**config.mk**
```make
export PLATFORM = sky130hd
export DESIGN_NAME = input_conditioner
export DESIGN_NICKNAME = d
export VERILOG_FILES = /design/src/rtl/input_conditioner_pkg.sv /design/src/rtl/input_conditioner_debounce_ch.sv /design/src/rtl/input_conditioner.sv
export SDC_FILE = /design/constraint.sdc
export NUM_CORES = 1
export LEC_CHECK = 0
export ABC_CLOCK_PERIOD_IN_PS = 1950
export BUFFER_PORTS_ARGS = -buffer_cell sky130_fd_sc_hd__clkbuf_2
export CELL_PAD_IN_SITES_DETAIL_PLACEMENT = 1
export CELL_PAD_IN_SITES_GLOBAL_PLACEMENT = 2
export CORE_MARGIN = 8
export CORE_UTILIZATION = 38
export DETAILED_ROUTE_END_ITERATION = 16
export GPL_TIMING_DRIVEN = 0
export PLACE_DENSITY_LB_ADDON = 0.3
export REMOVE_ABC_BUFFERS = 1
export SETUP_SLACK_MARGIN = 0.15
export SLEW_MARGIN = 20
export SYNTH_ARGS = -nofsm -noshare
export SYNTH_HDL_FRONTEND = slang
export SYNTH_SLANG_ARGS = --single-unit
```
**constraint.sdc**
```tcl
create_clock -name CLK -period 1.95 [get_ports CLK]
set_input_delay 0.195 -clock CLK [delete_from_list [all_inputs] [get_ports CLK]]
set_output_delay 0.195 -clock CLK [all_outputs]
set_load 0.02 [all_outputs]
```
**src/rtl/input_conditioner_pkg.sv**
```systemverilog
// ---------------------------------------------------------------------------
// input_conditioner_pkg
// Shared constants for the pneumatic sequencer front end: default debounce
// timing, index names for the limit-switch bundle, slot index constants and
// a small edge-detect helper used by the top level.
// ---------------------------------------------------------------------------
package input_conditioner_pkg;

    // 10 ms at 50 MHz; the counter must be wide enough that it never wraps
    localparam int unsigned DEB_CYCLES_DEFAULT = 500000;
    localparam int unsigned CNT_W_DEFAULT      = 19;

    localparam int unsigned NUM_SENSORS = 4;
    localparam int unsigned NUM_SLOTS   = 4;

    // Slot reset button / output positions
    localparam logic [1:0] SLOT1 = 2'd0;
    localparam logic [1:0] SLOT2 = 2'd1;
    localparam logic [1:0] SLOT3 = 2'd2;
    localparam logic [1:0] SLOT4 = 2'd3;

    // Position of each cylinder limit switch inside the sensor bundle
    typedef enum logic [1:0] {
        SENS_A0 = 2'd0,
        SENS_A1 = 2'd1,
        SENS_B0 = 2'd2,
        SENS_B1 = 2'd3
    } sensor_idx_e;

    // One-cycle pulse when a level goes from 0 to 1
    function automatic logic risingEdge(input logic cur, input logic prev);
        return cur & ~prev;
    endfunction

endpackage

```
**src/rtl/input_conditioner_debounce_ch.sv**
```systemverilog
// ---------------------------------------------------------------------------
// input_conditioner_debounce_ch
// One conditioned input channel: a 2-FF synchroniser followed by a debounce
// counter and a registered stable level. The stable level only takes a new
// value after the synchronised input has disagreed with it for DEB_CYCLES
// consecutive cycles; any shorter excursion clears the count.
//
// Ports
//   clk_i    system clock
//   rst_ni   asynchronous active-low reset
//   raw_i    raw, unsynchronised input
//   level_o  debounced level (RST_VAL while in reset)
// ---------------------------------------------------------------------------
module input_conditioner_debounce_ch #(
    parameter int unsigned DEB_CYCLES = 4,
    parameter int unsigned CNT_W      = 3,
    parameter logic        RST_VAL    = 1'b0
) (
    input  logic clk_i,
    input  logic rst_ni,
    input  logic raw_i,
    output logic level_o
);

    logic [1:0]       sync_q;
    logic [CNT_W-1:0] cnt_q;
    logic [CNT_W-1:0] cnt_d;
    logic             stable_q;
    logic             stable_d;
    logic             syncLevel;

    assign syncLevel = sync_q[1];

    // Count cycles of disagreement; on the last one accept the new level and
    // clear the counter, so the counter can never wrap.
    always_comb begin
        cnt_d    = '0;
        stable_d = stable_q;
        if (syncLevel != stable_q) begin
            if (cnt_q == CNT_W'(DEB_CYCLES - 1)) begin
                stable_d = syncLevel;
            end else begin
                cnt_d = cnt_q + 1'b1;
            end
        end
    end

    // Synchroniser and debounce state; reset puts the whole channel at its
    // idle level so a held input after reset is treated as a fresh edge.
    always_ff @(posedge clk_i or negedge rst_ni) begin
        if (!rst_ni) begin
            sync_q   <= {2{RST_VAL}};
            cnt_q    <= '0;
            stable_q <= RST_VAL;
        end else begin
            sync_q   <= {sync_q[0], raw_i};
            cnt_q    <= cnt_d;
            stable_q <= stable_d;
        end
    end

    assign level_o = stable_q;

endmodule

```
**src/rtl/input_conditioner.sv**
```systemverilog
// ---------------------------------------------------------------------------
// input_conditioner
// Front end of the A+B+A-B- pneumatic sequencer. Every raw button and limit
// switch is synchronised and debounced, then turned into the levels and
// pulses that drive IN1/IN2/IN3/RESET of Slots 1..4.
//
// Ports
//   CLK                   system clock
//   RESET                 asynchronous active-low reset
//   START_BUTTON          raw start button, active-low
//   STOP_REANUDAR_BUTTON  raw stop/resume button, active-low
//   RESET_BUTTON[3:0]     raw slot reset buttons, [0]=slot1, active-low
//   a0, a1, b0, b1        raw limit switches, active-high
//   a0_c..b1_c            debounced limit-switch levels
//   START_P               one-cycle pulse on a debounced start press while RUN
//   RESET_SLOT[3:0]       debounced slot reset levels, 1 = button held
//   RUN                   1 = sequencing enabled, toggled by stop/resume
// ---------------------------------------------------------------------------
module input_conditioner
    import input_conditioner_pkg::*;
#(
    parameter int unsigned DEB_CYCLES = DEB_CYCLES_DEFAULT,
    parameter int unsigned CNT_W      = CNT_W_DEFAULT
) (
    input  logic       CLK,
    input  logic       RESET,
    input  logic       START_BUTTON,
    input  logic       STOP_REANUDAR_BUTTON,
    input  logic [3:0] RESET_BUTTON,
    input  logic       a0,
    input  logic       a1,
    input  logic       b0,
    input  logic       b1,
    output logic       a0_c,
    output logic       a1_c,
    output logic       b0_c,
    output logic       b1_c,
    output logic       START_P,
    output logic [3:0] RESET_SLOT,
    output logic       RUN
);

    logic [NUM_SENSORS-1:0] sensRaw;
    logic [NUM_SENSORS-1:0] sensStable;
    logic [NUM_SLOTS-1:0]   slotStable;
    logic                   startStable;
    logic                   stopStable;

    logic startPressed;
    logic stopPressed;
    logic pressStart;
    logic pressStop;

    logic startPrev_q;
    logic stopPrev_q;
    logic startP_q;
    logic startP_d;
    logic run_q;
    logic run_d;

    assign sensRaw[SENS_A0] = a0;
    assign sensRaw[SENS_A1] = a1;
    assign sensRaw[SENS_B0] = b0;
    assign sensRaw[SENS_B1] = b1;

    // Limit switches idle low
    for (genvar g = 0; g < NUM_SENSORS; g++) begin : gSensor
        input_conditioner_debounce_ch #(
            .DEB_CYCLES (DEB_CYCLES),
            .CNT_W      (CNT_W),
            .RST_VAL    (1'b0)
        ) uSensor (
            .clk_i   (CLK),
            .rst_ni  (RESET),
            .raw_i   (sensRaw[g]),
            .level_o (sensStable[g])
        );
    end

    // Buttons idle high (released)
    for (genvar g = 0; g < NUM_SLOTS; g++) begin : gSlot
        input_conditioner_debounce_ch #(
            .DEB_CYCLES (DEB_CYCLES),
            .CNT_W      (CNT_W),
            .RST_VAL    (1'b1)
        ) uSlot (
            .clk_i   (CLK),
            .rst_ni  (RESET),
            .raw_i   (RESET_BUTTON[g]),
            .level_o (slotStable[g])
        );
    end

    input_conditioner_debounce_ch #(
        .DEB_CYCLES (DEB_CYCLES),
        .CNT_W      (CNT_W),
        .RST_VAL    (1'b1)
    ) uStart (
        .clk_i   (CLK),
        .rst_ni  (RESET),
        .raw_i   (START_BUTTON),
        .level_o (startStable)
    );

    input_conditioner_debounce_ch #(
        .DEB_CYCLES (DEB_CYCLES),
        .CNT_W      (CNT_W),
        .RST_VAL    (1'b1)
    ) uStop (
        .clk_i   (CLK),
        .rst_ni  (RESET),
        .raw_i   (STOP_REANUDAR_BUTTON),
        .level_o (stopStable)
    );

    assign startPressed = ~startStable;
    assign stopPressed  = ~stopStable;
    assign pressStart   = risingEdge(startPressed, startPrev_q);
    assign pressStop    = risingEdge(stopPressed, stopPrev_q);

    // START_P is gated by the RUN value from before this cycle, so a
    // simultaneous stop press still lets the start through once.
    always_comb begin
        startP_d = pressStart & run_q;
        run_d    = run_q ^ pressStop;
    end

    // Edge history, start pulse and RUN toggle; previous-values reset to
    // "released" so a button held through reset yields exactly one pulse.
    always_ff @(posedge CLK or negedge RESET) begin
        if (!RESET) begin
            startPrev_q <= 1'b0;
            stopPrev_q  <= 1'b0;
            startP_q    <= 1'b0;
            run_q       <= 1'b1;
        end else begin
            startPrev_q <= startPressed;
            stopPrev_q  <= stopPressed;
            startP_q    <= startP_d;
            run_q       <= run_d;
        end
    end

    assign a0_c    = sensStable[SENS_A0];
    assign a1_c    = sensStable[SENS_A1];
    assign b0_c    = sensStable[SENS_B0];
    assign b1_c    = sensStable[SENS_B1];
    assign START_P = startP_q;
    assign RUN     = run_q;

    assign RESET_SLOT[SLOT1] = ~slotStable[SLOT1];
    assign RESET_SLOT[SLOT2] = ~slotStable[SLOT2];
    assign RESET_SLOT[SLOT3] = ~slotStable[SLOT3];
    assign RESET_SLOT[SLOT4] = ~slotStable[SLOT4];

endmodule

```
==> impl_results.md <==
- Post-Syn Area: 0.0107 mm²
- Worst Path Max Fanout: 11
- DR WL/cell: 15.8 µm
- Global-route wire length before repair: 43400 µm
- Unique masters post-synth: 52
- Initial antenna violation count: 0
- Clk slew on worst S/H paths: 60 ps
- Sequential area share after synthesis: 0.528
- Final GP Congestion: 0.748
- Vias in the first global route: 8743
- Leakage Power: 5.45 nW
- All-Layer GR Usage: 0.149
- Tmin final: 2030 ps
- RSZ-0062 raised after global routing: yes
- Max_cap viols: 0
- Die Y: 183 µm
- Worst rel slew slack: 0.553
- Hold_ws: 284 ps
- Period utilisation layout: 1.04
- Worst EP required: 2360 ps
- CTS Buf Count: 28
- Synth Register Bits: 224
- Initial Util: 0.385
- Flop pwr share: 0.451
- Crit-path cells: or4_1 > or4_4 > o21ai_4 > buf_6 > nor2_1
- Synth Instances: 1049
- Final Cell Area: 0.0138 mm²
- Crit path capture type: flip-flop
- Core Region: 0.0277 mm²
- # IOs: 22
- Final setup fails: 70
- DP HPWL: 14600 µm
- Clk_lat worst skew: 530 ps
- First drt pass iteration count: 4
- Final count of pins violating max slew: 0
- Dpl cells: 1426
- DP Area: 0.0112 mm²
- Vias per cell: 5.15
- Largest net degree at the start of global routing: 79
- Iteration-0 DRC Markers: 363
- Diodes inserted: 0
- Syn Area/Cell: 10.2 µm²
- Layout Utilization: 0.498
- Root Buffer Master: clkbuf_16
- Status: finished with violations
- Drc violations: 0
- Async set-reset flop share out of synthesis: 1.00
- Sw frac: 0.220
- Crit path DAT: 2450 ps
- Via count: 8252
- Synth Warn #: 0
- Clock share of power: 0.505
- Fmax: 492 MHz
- Slowest cell on the critical path: or4_4
- Max clock buf depth: 3
- Comb power frac: 0.044
- Finished Layout Cells: 1602
- Top_reg_cell synth: dfrtp_1
- Final net count: 1224
- Die Width: 183 µm
- WS Path Type: reg -> reg
- Fraction of layout instances using a drive strength above 1: 0.279
- Area growth from synthesis to layout: 29.5%
- Tightest Hold Check Type: in -> async
- Standard-cell row count: 61
- Slowest Stage Delay on Critical Path: 570 ps
- ANT nets after route: 0
- Nature of the critical path startpoint: flip-flop
- Routed WL: 25300 µm
- Failing checks: setup timing
- Pwr Density: 774 mW/mm²
- P_sw: 0.00235 W
- Post-synth EDFFs: 0
- Worst-Margin Slew: 670 ps
- # port buffers: 21
- CTS tree: built
- VDD IR max: 537 µV
- Total power: 0.0107 W
- GRT Residual Overflow: 0
- Die area: 0.0337 mm²
- Clk_skew: 10.5 ps
- Worst setup margin: -84.5 ps
- H-tree depth: 1
- Cell-internal power: 0.00833 W
- CTS sink count: 224
- Hold Vio Cnt, Final: 0
layer usage:
| layer | global-route usage | wire length, µm | share of wire |
|---|---|---|---|
| met5 | 0 | 0 | 0 |
| met4 | 0.0348 | 527 | 0.021 |
| met3 | 0.0219 | 562 | 0.022 |
| met2 | 0.252 | 12500 | 0.49 |
| met1 | 0.199 | 11700 | 0.46 |
synth_stat cells (14+ instances only):
| cell | instances | area (µm²) |
|---|---|---|
| nor4_1 | 24 | 150 |
| and4_1 | 17 | 149 |
| nand3_1 | 53 | 265 |
| clkbuf_1 | 14 | 52.6 |
| xnor2_1 | 76 | 666 |
| dfrtp_1 | 205 | 5130 |
| nand4_1 | 50 | 313 |
| o21ai_0 | 21 | 105 |
| or4_1 | 35 | 263 |
| nor2_1 | 156 | 586 |
| nand2_1 | 62 | 233 |
| xor2_1 | 55 | 482 |
| a21oi_1 | 48 | 240 |
| or3_1 | 28 | 175 |
| dfstp_2 | 19 | 499 |
| inv_1 | 42 | 158 |
| nor3_1 | 19 | 95.1 |
| o31ai_1 | 26 | 195 |
area by class of cell:
type	instances	area, µm²
tap	378	473
inverter	42	158
multi-input combinational	759	5310
fill	3029	13900
sequential	224	5650
clock buffer	42	815
clock inverter	10	153
timing repair buffer	147	1240
cells by family (layout without fill, tap and decap cells):
family | Yosys count | after routing | share of synthesized area
AOI/OAI and AO/OA | 109 | 109 | 0.0641
xor gates and xnor gates | 131 | 131 | 0.108
adders and majority gates | 10 | 10 | 0.0117
buffers and inverters | 66 | 241 | 0.0266
DFF | 224 | 224 | 0.528
muxes | 10 | 10 | 0.0106
and+or+nand+nor | 499 | 499 | 0.251
sequential cells by signal, indices dropped and copies added (netlist names), 2 cells and up:
signal,flops
gSensor.uSensor.cnt_q,76
gSlot.uSlot.cnt_q,76
uStart.cnt_q,19
uStop.cnt_q,19
gSensor.uSensor.sync_q,8
gSlot.uSlot.sync_q,8
gSensor.uSensor.level_o,4
gSlot.uSlot.level_o,4
uStart.sync_q,2
uStop.sync_q,2
what timing repair did:
item	4_1_cts	5_1_grt
pin swaps	46	38
buffers inserted	82	27
hold buffers	11	0
setup endpoints to repair	187	126
resized for setup	74	94
gates cloned	2	2
endpoints found under the hold margin	82	0
power by group through the flow:
stage	clock [W]	combinational (W)	sequential, W
floorplan	0	0.000143	0.00487
global placement	0	0.000292	0.00488
detailed placement	0	0.000318	0.00488
CTS	0.00558	0.000428	0.00480
global route	0.00577	0.000538	0.00482
finish	0.00539	0.000470	0.00481
stage by stage:
| stage | TNS (ps) | setup WS (ps) |
|---|---|---|
| after detailed placement | -35450 | -314 |
| after global routing | -8170 | -137 |
| after global placement | -943430 | -4060 |
| after floorplan | -823 | -46.3 |
| after CTS | -4090 | -87.2 |
| final | -3180 | -84.5 |
path summary, 6_finish.rpt:
check,slack [ps],depth (start not counted),endpoint,from
max,-80,5,gSensor[0].uSensor.cnt_q[13]$_DFF_PN0_,gSensor[0].uSensor.cnt_q[11]$_DFF_PN0_
min,280,2,gSlot[2].uSlot.cnt_q[18]$_DFF_PN0_,RESET
max reg2reg,-80,5,gSensor[0].uSensor.cnt_q[13]$_DFF_PN0_,gSensor[0].uSensor.cnt_q[11]$_DFF_PN0_
min reg2reg,340,0,gSlot[1].uSlot.sync_q[1]$_DFF_PN1_,gSlot[1].uSlot.sync_q[0]$_DFF_PN1_
max in group asynchronous,790,3,uStop.level_o$_DFFE_PN1P_,RESET
min in group CLK,300,2,gSlot[1].uSlot.sync_q[0]$_DFF_PN1_,RESET_BUTTON[1]
critical path: cells and delay by family, from the launching register on:
family / cells / cell delay [ps]
AO/OA/AOI/OAI: 1 / 190
AND/OR/NAND/NOR: 3 / 1160
buffers and inverters: 1 / 170
flip-flops: 1 / 380
placed cells by master, fill, tap and decap left out, drive strengths merged, types with 11 or more instances in the layout:
cell type,synthesis,final
dfrtp,205,205
nor4,24,24
o21ai,29,29
nor3,19,19
dlygate4sd3,0,11
nand4,52,52
a21oi,49,49
and4,17,17
dfstp,19,19
nand3,56,56
clkbuf,15,63
inv,42,42
nand2,62,62
buf,9,115
o31ai,27,27
or4,39,39
nor2,156,156
xor2,55,55
or3,30,30
xnor2,76,76
Note: power is estimated with default switching activity, not from simulation.
